$ cat config.mk
export PLATFORM = sky130hd
export DESIGN_NAME = bram_stream_reader
export DESIGN_NICKNAME = d
export VERILOG_FILES = /design/src/rtl/bram_stream_reader_pkg.sv /design/src/rtl/bram_stream_reader_fifo.sv /design/src/rtl/bram_stream_reader.sv
export SDC_FILE = /design/constraint.sdc
export NUM_CORES = 1
export LEC_CHECK = 0
export BUFFER_PORTS_ARGS = -buffer_cell sky130_fd_sc_hd__buf_2
export CAP_MARGIN = 25
export CORE_AREA = 3 3 88 90
export CTS_CLUSTER_SIZE = 14
export DETAILED_ROUTE_END_ITERATION = 8
export DIE_AREA = 0 0 91 93
export PLACE_DENSITY_LB_ADDON = 0.3
export RECOVER_POWER = 50
export SLEW_MARGIN = 20
export SYNTH_ARGS = -nofsm -noshare
export SYNTH_HDL_FRONTEND = slang
export SYNTH_HIERARCHICAL = 1
export SYNTH_SLANG_ARGS = --single-unit
$ cat constraint.sdc
create_clock -name clk -period 3.14 [get_ports clk]
set_clock_uncertainty 0.2 [all_clocks]
set_input_delay 0.157 -clock clk [delete_from_list [all_inputs] [get_ports clk]]
set_output_delay 0.157 -clock clk [all_outputs]
set_load 0.01 [all_outputs]
$ cat src/rtl/bram_stream_reader_pkg.sv
// Shared types and constants for the BRAM stream reader.
package bram_stream_reader_pkg;

    typedef enum logic [1:0] {
        ST_IDLE  = 2'd0,
        ST_RUN   = 2'd1,
        ST_DRAIN = 2'd2,
        ST_DONE  = 2'd3
    } state_t;

    localparam int FIFO_DEPTH = 2;

endpackage

$ cat src/rtl/bram_stream_reader_fifo.sv
// Two-entry {last,data} FIFO with occupancy count; head is visible combinationally.
module bram_stream_reader_fifo
    import bram_stream_reader_pkg::*;
#(
    parameter int W = 33
) (
    input  logic         clk,
    input  logic         rstn,
    input  logic         push,
    input  logic         pop,
    input  logic [W-1:0] din,
    output logic [W-1:0] dout,
    output logic         empty,
    output logic [1:0]   count
);

    logic [W-1:0] mem [FIFO_DEPTH];
    logic         wr_ptr;
    logic         rd_ptr;

    always_ff @(posedge clk) begin
        if (push) begin
            mem[wr_ptr] <= din;
        end
    end

    always_ff @(posedge clk) begin
        if (!rstn) begin
            wr_ptr <= 1'b0;
            rd_ptr <= 1'b0;
            count  <= 2'd0;
        end else begin
            if (push) wr_ptr <= ~wr_ptr;
            if (pop)  rd_ptr <= ~rd_ptr;
            case ({push, pop})
                2'b10:   count <= count + 2'd1;
                2'b01:   count <= count - 2'd1;
                default: count <= count;
            endcase
        end
    end

    assign dout  = mem[rd_ptr];
    assign empty = (count == 2'd0);

endmodule

$ cat src/rtl/bram_stream_reader.sv
// Reads LENGTH words from a 1-cycle-latency BRAM and streams them out (valid/ready, last).
// Optional BRAM_STREAM_READER_STRIDE_EN adds a stride input; otherwise stride is 1.
module bram_stream_reader
    import bram_stream_reader_pkg::*;
#(
    parameter int W_DATA = 32,
    parameter int W_WORD = 4,
    parameter int W_LEN  = 5
) (
    input  logic              clk,
    input  logic              rstn,
    input  logic              start,
    input  logic [W_WORD-1:0] base_addr,
    input  logic [W_LEN-1:0]  length,
`ifdef BRAM_STREAM_READER_STRIDE_EN
    input  logic [W_WORD-1:0] stride,
`endif
    output logic              busy,
    output logic              done,
    output logic              bram_en,
    output logic              bram_we,
    output logic [W_WORD-1:0] bram_addr,
    input  logic [W_DATA-1:0] bram_dout,
    output logic              m_valid,
    output logic [W_DATA-1:0] m_data,
    output logic              m_last,
    input  logic              m_ready,
    output state_t            dbg_state
);

    // Stream handshake: a beat transfers on a rising edge where m_valid && m_ready;
    // m_valid never drops and m_data/m_last never change until that happens.

    localparam logic [W_LEN-1:0] LEN_ONE = 1;

    state_t            state_q, state_d;
    logic [W_WORD-1:0] addr_q;
    logic [W_WORD-1:0] stride_q;
    logic [W_WORD-1:0] stride_w;
    logic [W_LEN-1:0]  len_q;
    logic [W_LEN-1:0]  issued_q;
    logic              inflight_q;
    logic              inflight_last_q;
    logic              issue_last;
    logic              pop;
    logic [2:0]        occ;
    logic [1:0]        fifo_count;
    logic              fifo_empty;
    logic [W_DATA:0]   fifo_head;

`ifdef BRAM_STREAM_READER_STRIDE_EN
    assign stride_w = stride;
`else
    assign stride_w = {{(W_WORD-1){1'b0}}, 1'b1};
`endif

    assign pop        = m_valid & m_ready;
    assign issue_last = (issued_q == len_q - LEN_ONE);
    // Words buffered plus words still in the BRAM pipe, after this cycle's pop.
    assign occ        = 3'(fifo_count) + 3'(inflight_q) - 3'(pop);

    always_comb begin
        state_d = state_q;
        bram_en = 1'b0;
        case (state_q)
            ST_IDLE: begin
                if (start) state_d = (length == '0) ? ST_DONE : ST_RUN;
            end
            ST_RUN: begin
                if (occ < 3'd2) begin
                    bram_en = 1'b1;
                    if (issue_last) state_d = ST_DRAIN;
                end
            end
            ST_DRAIN: begin
                if (fifo_empty && !inflight_q) state_d = ST_DONE;
            end
            ST_DONE: state_d = ST_IDLE;
            default: state_d = ST_IDLE;
        endcase
    end

    always_ff @(posedge clk) begin
        if (!rstn) begin
            state_q         <= ST_IDLE;
            addr_q          <= '0;
            stride_q        <= '0;
            len_q           <= '0;
            issued_q        <= '0;
            inflight_q      <= 1'b0;
            inflight_last_q <= 1'b0;
        end else begin
            state_q         <= state_d;
            inflight_q      <= bram_en;
            inflight_last_q <= bram_en & issue_last;
            if (state_q == ST_IDLE && start) begin
                addr_q   <= base_addr;
                stride_q <= stride_w;
                len_q    <= length;
                issued_q <= '0;
            end else if (bram_en) begin
                addr_q   <= addr_q + stride_q;
                issued_q <= issued_q + LEN_ONE;
            end
        end
    end

    bram_stream_reader_fifo #(
        .W (W_DATA + 1)
    ) u_fifo (
        .clk   (clk),
        .rstn  (rstn),
        .push  (inflight_q),
        .pop   (pop),
        .din   ({inflight_last_q, bram_dout}),
        .dout  (fifo_head),
        .empty (fifo_empty),
        .count (fifo_count)
    );

    assign busy      = (state_q != ST_IDLE);
    assign done      = (state_q == ST_DONE);
    assign bram_we   = 1'b0;
    assign bram_addr = addr_q;
    assign m_valid   = !fifo_empty;
    assign m_data    = fifo_head[W_DATA-1:0];
    assign m_last    = !fifo_empty && fifo_head[W_DATA];
    assign dbg_state = state_q;

endmodule

==> impl_metrics.env <==
export IMPL_status="complete, but fails checks"
export IMPL_violations="max-capacitance violations, max-slew violations"
export IMPL_drt_iter0_drc=93
export IMPL_final_hold_violation_count=0
export IMPL_arrival_ns=2.55
export IMPL_dr_pass1_iters=4
export IMPL_holdCritPathClass="input pin to flip-flop"
export IMPL_path_class="flip-flop to output pin"
export IMPL_synth_edff_count=66
export IMPL_cts_max_level=3
export IMPL_end_kind="output pin"
export IMPL_insertedDiodeCount=0
export IMPL_timing_rr_start="u_fifo/count[1]"
export IMPL_syn_num_nets=309
export IMPL_drc=0
export IMPL_netlist_instances=252
export IMPL_vias_per_cell=4.79
export IMPL_synth_seq_cells=90
export IMPL_gp_congestion=0.740
export IMPL_num_nets_final=445
export IMPL_leakage_nw=1.80
export IMPL_grt_pass1_vias=2396
export IMPL_cts_tree="yes"
export IMPL_clockBufferDepth=2
export IMPL_rsz0062_at_grt="no"
export IMPL_gr_usage_all_layers_pct=16.6
export IMPL_drv_slew=34
export IMPL_worst_pin_slew_ns=1.84
export IMPL_grt_max_degree=34
export IMPL_post_route_util_pct=67.1
export IMPL_setup_viol=0
export IMPL_tns_ns=0
export IMPL_async_flop_share_pct=0
export IMPL_numCtsBuffers=9
export IMPL_post_route_period_util_pct=92.7
export IMPL_area_growth_pct=30.2
export IMPL_cp_cell_sequence="nor2_1 -> nor2b_2 -> ha_1 -> nand2b_1 -> fa_1 -> xnor2_1 -> and3_2 -> buf_2"
export IMPL_synthTopCellsByArea="edfxtp_1, dfxtp_1, mux2_2"
export IMPL_cp_start_kind="flip-flop"
export IMPL_clkTransAtPathRegs_ns=0.08
export IMPL_grt_overflow_total=0
export IMPL_fp_dieH_um=93
export IMPL_layout_min_cycle_time_ns=2.91
export IMPL_die_area_mm2=0.00846
export IMPL_postCtsSetupBuffers=0
export IMPL_synth_distinct_cells=36
export IMPL_worstPathRequired_ns=2.78
export IMPL_fp_coreArea_mm2=0.00714
export IMPL_synth_warnings=6
export IMPL_cts_sinks=90
export IMPL_slowest_delay_ns=0.43
export IMPL_cts_root_buf="clkbuf_8"
export IMPL_synthFlopType="edfxtp_1"
export IMPL_clk_latency_ns=0.34
export IMPL_ant_nets=0
export IMPL_ys_seq_area_share_pct=66.9
export IMPL_pwr_density_cell_mw_per_mm2=691
export IMPL_synth_top_area_share_pct=53.9
export IMPL_dieWidth_um=91
export IMPL_fp_row_count=31
export IMPL_io_buffers=87
export IMPL_critPathMaxFanout=6
export IMPL_wl_um=6710
export IMPL_syn_mean_instance_area_um2=14.6
export IMPL_yosysTopAreaCell="edfxtp_1"
export IMPL_fmax_mhz=343
export IMPL_grt_pass1_wl_um=11100
export IMPL_dpl_hpwl_um=4400
export IMPL_synthesis_area_mm2=0.00368
export IMPL_avgRoutedWirePerCell_um=13.6
export IMPL_vdd_drop_max_mv=0.512
export IMPL_startpoint="u_fifo/count[1]"
export IMPL_maxCapViolations=1
export IMPL_hold_start="start"
export IMPL_antenna_found_initial=0
export IMPL_num_io_pins=89
export IMPL_fill_cells=554
export IMPL_via_count=2358
export IMPL_drive_gt1_share_pct=28.5
export IMPL_slew_headroom_pct=-22.6
export IMPL_start_util_pct=51.5
export IMPL_cpMaxStageDelayCell="dfxtp_1"
## sequential cells by signal (all words and copies together) (netlist names), named ones only
signal           flops
bram_addr            4
issued_q             5
u_fifo/rd_ptr        1
inflight_last_q      1
len_q                5
stride_q             1
dbg_state            2
inflight_q           1
u_fifo/mem          66
u_fifo/count         2
u_fifo/wr_ptr        1
## synthesized netlist by cell type (2+ instances only)
cell / n
and2_1: 6
or3_1: 2
nor2_1: 15
nand2b_1: 2
ha_1: 11
mux2i_1: 3
a211oi_1: 5
mux2_2: 33
buf_2: 5
dfxtp_1: 24
nand4_1: 3
clkbuf_1: 3
edfxtp_1: 66
xnor2_1: 7
o21ai_0: 2
inv_1: 11
nor3_1: 4
nor2b_1: 6
a21oi_1: 5
a221oi_1: 2
xor2_1: 8
nand2_1: 15
## path summary, 6_finish.rpt
| kind | endpoint | slack, ns | cells past startpoint |
|---|---|---|---|
| worst min-delay path | dbg_state[0] | 0.07 | 4 |
| worst max-delay path | bram_en | 0.23 | 8 |
| worst max register to register | bram_addr[3] | 0.30 | 10 |
| worst min register to register | u_fifo/mem[1][32] | 0.24 | 0 |
## power by group
group / switching, mW / internal [mW] / leakage [nW]
clock: 0.398 / 0.296 / 0.0835
combinational: 0.569 / 0.503 / 0.923
sequential: 0.0807 / 1.46 / 0.793
## per-stage QoR
step	hold WS, ns	setup slack, ns	area (µm²)	total power [mW]	std cells
global placement	0.145	0.243	4240	2.59	434
global route	0.0335	0.0435	4790	3.52	492
finish	0.0652	0.228	4790	3.31	492
floorplan	0.0559	0.299	3680	2.28	252
CTS	0.0217	0.0343	4840	3.36	492
detailed placement	0.148	0.129	4240	2.62	434
## layout by cell type, fill, tap and decap left out, drive strengths merged, types with 2 or more instances in the layout
| cell type | instances |
|---|---|
| edfxtp | 66 |
| nor3 | 4 |
| ha | 11 |
| nand2 | 15 |
| nand2b | 2 |
| buf | 60 |
| a221oi | 2 |
| dfxtp | 24 |
| clkinvlp | 2 |
| nor2 | 15 |
| nor2b | 6 |
| clkbuf | 42 |
| clkinv | 2 |
| inv | 13 |
| dlygate4sd3 | 42 |
| a211oi | 5 |
| xnor2 | 7 |
| a21oi | 6 |
| nand4 | 3 |
| xor2 | 8 |
| and2 | 6 |
| mux2 | 33 |
| o21ai | 2 |
| or3 | 2 |
| mux2i | 3 |
## layout make-up
cell class	count	area, µm²	area share (%)
Sequential cell	90	2460	51.4
Multi-Input combinational cell	142	1130	23.7
Timing Repair Buffer	134	850	17.7
Clock buffer	10	128	2.66
Tap cell	99	124	2.59
Clock inverter	6	50.0	1.04
Inverter	11	41.3	0.862
## worst max-delay path: cells and delay by family, from the launching register on
family	cells	cell delay [ns]
flip-flops	1	0.43
AND/OR/NAND/NOR	4	0.75
adder cells (fa/ha/maj)	2	0.63
buffers and inverters	1	0.16
XOR/XNOR	1	0.26
## per-layer routing
metal  up-vias  global-route usage, %  wire, µm
li1       1179                      -         -
met1      1113                   20.0      2940
met2        60                   29.4      3400
met3         6                   4.59       320
met4         0                   4.52        51
met5         -                      0         0
## cells by family after synthesis
kind of cell / count (synthesis) / synth area share [%]
other cells: 1 / 0.102
simple gates: 57 / 7.72
compound gates: 21 / 4.15
flops: 90 / 66.9
buf+inv: 20 / 2.31
mux: 36 / 10.9
xor+xnor: 15 / 3.57
fa+ha+maj: 12 / 4.29
## repair_timing
item	4_1_cts	5_1_grt
hold buffers	42	0
endpoints found under the setup margin	0	6
resized for setup	0	2
hold endpoints to repair	78	0
No activity file was read; power rests on OpenSTA's default activity.
